[src/rtl/shift_sequencer.sv]
// ---------------------------------------------------------------------------
// shift_sequencer
//
// Multi-cycle shift unit controller that sits beside the ALU. Instead of a
// barrel shifter it moves a working register one bit per clock, so a shift
// by N takes N cycles plus fixed handshake overhead. Main control hands it
// a shift instruction with a start pulse and waits for the done pulse.
//
// Supported operations (op):
//   2'b00  sll  logical shift left
//   2'b01  srl  logical shift right
//   2'b10  sra  arithmetic shift right (sign bit replicated)
//   2'b11  ror  rotate right
//
// Ports:
//   clk      in   1      system clock, rising edge active
//   rst_n    in   1      asynchronous reset, active low
//   start    in   1      request a shift; only looked at while idle
//   op       in   2      shift operation select (see table above)
//   shamt    in   SHW    shift amount from the instruction shamt field
//   data_in  in   WIDTH  operand to shift (rt value)
//   busy     out  1      high whenever the unit is not idle
//   done     out  1      one-cycle pulse when result is valid
//   result   out  WIDTH  shifted value; holds until the next accepted start
// ---------------------------------------------------------------------------
module shift_sequencer #(
   parameter int WIDTH = 32,
   parameter int SHW   = 5
) (
   input  logic             clk,
   input  logic             rst_n,
   input  logic             start,
   input  logic [1:0]       op,
   input  logic [SHW-1:0]   shamt,
   input  logic [WIDTH-1:0] data_in,
   output logic             busy,
   output logic             done,
   output logic [WIDTH-1:0] result
);

   typedef enum logic [1:0] {
      IDLE  = 2'd0,
      SHIFT = 2'd1,
      DONE  = 2'd2
   } state_t;

   localparam logic [1:0] OP_SLL = 2'b00;
   localparam logic [1:0] OP_SRL = 2'b01;
   localparam logic [1:0] OP_SRA = 2'b10;
   localparam logic [1:0] OP_ROR = 2'b11;

   state_t           state;
   state_t           next_state;
   logic [WIDTH-1:0] work;
   logic [WIDTH-1:0] next_work;
   logic [SHW-1:0]   count;
   logic [SHW-1:0]   next_count;
   logic [1:0]       op_q;
   logic [1:0]       next_op;

   // The working register is the result; consumers only trust it while done
   // is high, and it holds its final value through idle.
   assign result = work;

   // Next-state and datapath decode. The operands are captured only on the
   // accept edge, so later changes to op/shamt/data_in have no effect. The
   // count holds the remaining number of one-bit steps; a count of zero in
   // SHIFT means the work is finished, so the unit spends exactly one extra
   // cycle there before DONE, which gives the shamt+1 latency to done.
   always_comb begin
      next_state = state;
      next_work  = work;
      next_count = count;
      next_op    = op_q;
      case (state)
         IDLE: begin
            if (start) begin
               next_work  = data_in;
               next_count = shamt;
               next_op    = op;
               next_state = SHIFT;
            end
         end
         SHIFT: begin
            if (count != '0) begin
               case (op_q)
                  OP_SLL:  next_work = {work[WIDTH-2:0], 1'b0};
                  OP_SRL:  next_work = {1'b0, work[WIDTH-1:1]};
                  OP_SRA:  next_work = {work[WIDTH-1], work[WIDTH-1:1]};
                  OP_ROR:  next_work = {work[0], work[WIDTH-1:1]};
                  default: next_work = work;
               endcase
               next_count = count - SHW'(1);
            end else begin
               next_state = DONE;
            end
         end
         DONE: begin
            next_state = IDLE;
         end
         default: begin
            next_state = IDLE;
         end
      endcase
   end

   // State and datapath registers. busy and done are registered straight
   // from the decoded next state so they carry no combinational path from
   // the inputs. Reset drops everything at once, which aborts an operation
   // in flight without ever producing a done pulse.
   always_ff @(posedge clk or negedge rst_n) begin
      if (!rst_n) begin
         state <= IDLE;
         work  <= '0;
         count <= '0;
         op_q  <= 2'b00;
         busy  <= 1'b0;
         done  <= 1'b0;
      end else begin
         state <= next_state;
         work  <= next_work;
         count <= next_count;
         op_q  <= next_op;
         busy  <= (next_state != IDLE);
         done  <= (next_state == DONE);
      end
   end

endmodule

[config.mk]
export PLATFORM = sky130hd
export DESIGN_NAME = shift_sequencer
export DESIGN_NICKNAME = d
export VERILOG_FILES = /design/src/rtl/shift_sequencer.sv
export SDC_FILE = /design/constraint.sdc
export NUM_CORES = 1
export LEC_CHECK = 0
export CELL_PAD_IN_SITES_DETAIL_PLACEMENT = 1
export CELL_PAD_IN_SITES_GLOBAL_PLACEMENT = 2
export CORE_ASPECT_RATIO = 0.6
export CORE_MARGIN = 4
export CORE_UTILIZATION = 31
export CTS_BUF_LIST = sky130_fd_sc_hd__clkbuf_16
export CTS_CLUSTER_DIAMETER = 80
export DETAILED_ROUTE_END_ITERATION = 6
export PLACE_DENSITY_LB_ADDON = 0.1
export SYNTH_ARGS = -nofsm -noshare
export SYNTH_HDL_FRONTEND = slang
export SYNTH_SLANG_ARGS = --single-unit
[constraint.sdc]
create_clock -name clk -period 5.05 [get_ports clk]
set_clock_uncertainty 0.1 [all_clocks]
set_input_delay 1.2625 -clock clk [delete_from_list [all_inputs] [get_ports clk]]
set_output_delay 1.2625 -clock clk [all_outputs]
set_load 0.01 [all_outputs]
==> results_dict.tcl <==
set metrics [dict create \
    status "complete, no violations" \
    p_leak_nw 1.36 \
    topRoutingLayerUsed "met4" \
    grt_pass1_wl_um 10500 \
    numClockSinks 43 \
    cts_tree "yes" \
    synth-simple-area-share_pct 11.2 \
    timing.hold.ws_ps 400 \
    final_cells 398 \
    synthDistinctLibCells 31 \
    cts_buffers 5 \
    critPathLaunchType "input port" \
    tightestPinTransition_ps 1110 \
    htreeDepth 2 \
    ant_nets 0 \
    path_clk_slew_ps 60 \
    synth_xor_area_share_pct 0 \
    yosys_warnings 0 \
    hpwl_um 4410 \
    synth_compound_area_share_pct 10.4 \
    path_class "input port to register" \
    insertion_delay_ps 280 \
    area_growth_pct 38.2 \
    initial_utilization_pct 32.7 \
    cts_hold_repair.buffers 0 \
    grt_overflow_total 0 \
    power.density_nw_per_um2 710 \
    timing.final.crit_share_pct 63.1 \
    worst-r2r-setup-slack_ps 2320 \
    setup_viol 0 \
    core_area_um2 7420 \
    clockBufferDepth 2 \
    cts_resized 0 \
    grt_use_total_pct 13.7 \
    routed_wl_um 6360 \
    worstPathMaxFanout 39 \
    hold_class "register to register" \
    drt_iter0_markers 100 \
    period_needed_ps 3190 \
    synth_mux_area_share_pct 28.5 \
    place.gp.congestion 0.695 \
    finalHoldViolations 0 \
    cts_root_buf "clkbuf_16" \
    synthAdderAreaFrac_pct 0.517 \
    drtPass1Iterations 5 \
    cp.arrival_ps 3250 \
    drv_slew 0 \
    antenna_cells 0 \
    wl_per_cell_um 16.0 \
    synth_cells 225 \
    portBuffers 75 \
    die_h_um 76.5 \
    io_pins 76 \
    syn_area_um2 2420 \
    syn_area_per_cell_um2 10.8 \
    grt_antenna_before_repair 0 \
    total_power_mw 2.38 \
    drt-met1-wl_um 3210 \
    fmax_ghz 0.314 \
    first_global_vias 2004 \
    drv_cap 0 \
    crit_required_ps 5110 \
    synth_nets 268 \
    drive_gt1_share_pct 17.0 \
    grt_max_degree 80 \
    final_nets 336 \
    row_count 24 \
    seq_area_frac_synth_pct 44.4 \
    rsz0062_at_grt "no" \
    dp_cells 390 \
    fin_tns_setup_ps 0 \
    cp-end-kind "register" \
    ys_ff_latch 43 \
    vdd_drop_max_v 0.000228 \
    dieArea_um2 9340 \
    met3_length_um 381 \
    via_count 1910 \
    wl_met2_um 2710 \
    max-slew-margin-rel_pct 25.7 \
    cts.repair_timing.setup_buffer_count 0 \
    avgViaCountPerCell 4.80 \
    die_w_um 122 \
    drc 0 \
    synth_top_family_by_area "multiplexers" \
]
[area by class of cell]
| type | instances | area (µm²) |
|---|---|---|
| Clock buffer | 5 | 125 |
| Clock inverter | 3 | 15.0 |
| Fill cell | 831 | 4070 |
| Inverter | 2 | 7.51 |
| Multi-Input combinational cell | 164 | 1230 |
| Sequential cell | 43 | 1080 |
| Tap cell | 104 | 130 |
| Timing Repair Buffer | 77 | 761 |
[cells in the final DEF (no fill, tap or decap), drive strengths merged, types with 3 or more instances in the layout]
master         count
a21oi              4
dfrtp             43
clkinv             3
nor2               8
mux2              33
mux2i             31
buf                3
nor3               3
o21ai             35
clkbuf             5
clkdlybuf4s50     74
nand2             33
[path summary, 6_finish.rpt]
kind                              endpoint  startpoint  cells past startpoint
worst min register to register        busy    state[1]                      1
max in group asynchronous       result[10]       rst_n                      1
worst min-delay path                  busy    state[1]                      1
worst max-delay path              count[3]       start                      5
worst max register to register    count[3]    state[1]                      5
min in group asynchronous        result[9]       rst_n                      1
[worst max-delay path, stage by stage]
cell and delay (ps):
clkdlybuf4s50_1 480, nor3b_4 390, o21bai_4 540, o21ai_0 220, a221o_1 350
[Yosys cell counts]
cell      instances  area share [%]
o21ai_2           1            0.36
and3_1            1            0.26
buf_2             4            0.83
a22o_1            1            0.36
nor4b_1           1            0.36
nand3_1           1            0.21
o21bai_4          1            0.77
nand3b_1          1            0.31
o21ai_0          34             7.0
mux2i_1          31              13
nor4_1            2            0.52
nor2_1            8             1.2
mux2_4            2             1.2
buf_12            1            0.83
buf_8             1            0.62
o211ai_1          1            0.31
ha_1              1            0.52
nor3_1            3            0.62
mux2_2           31              14
a21oi_1           4            0.83
dfrtp_1          43              44
clkbuf_1          4            0.62
nor4b_4           1            0.98
nor2b_1           1            0.26
nor3b_4           1            0.77
a22oi_1           1            0.31
a221o_1           1            0.41
nand2_1          33             5.1
nand2b_1          2            0.52
buf_4             6             1.9
inv_1             2            0.31
[routing by layer]
layer | vias to the layer above | global-route usage (%)
met5 | - | 0
met4 | 0 | 2.68
met3 | 4 | 3.64
met2 | 51 | 20.2
met1 | 919 | 20.2
li1 | 936 | -
[kinds of logic (layout without fill, tap and decap cells)]
logic type / after synthesis / count (layout)
buffers and inverters: 18 / 87
flip-flops: 43 / 43
adder cells (fa/ha/maj): 1 / 1
multiplexers: 64 / 64
AND/OR/NAND/NOR: 55 / 55
AO/OA/AOI/OAI: 44 / 44
[sequential cells by signal, indices dropped and copies added (netlist names)]
signal,count
state,2
busy,1
done,1
op_q,2
count,5
result,32
[power by group]
| group | switching, mW | total, mW | internal [mW] |
|---|---|---|---|
| logic | 0.600 | 1.35 | 0.749 |
| clock network | 0.126 | 0.306 | 0.180 |
| registers | 0.197 | 0.722 | 0.525 |
[per-stage QoR]
| stage | util (%) | area (µm²) | setup slack (ps) |
|---|---|---|---|
| floorplan | - | 2420 | 2540 |
| global placement | 43.3 | 3210 | 1600 |
| detailed placement | 43.3 | 3210 | 1510 |
| CTS | 45.1 | 3350 | 1800 |
| global route | 45.1 | 3350 | 1720 |
| finish | 45.1 | 3350 | 1860 |
(Power assumes the default switching activity.)
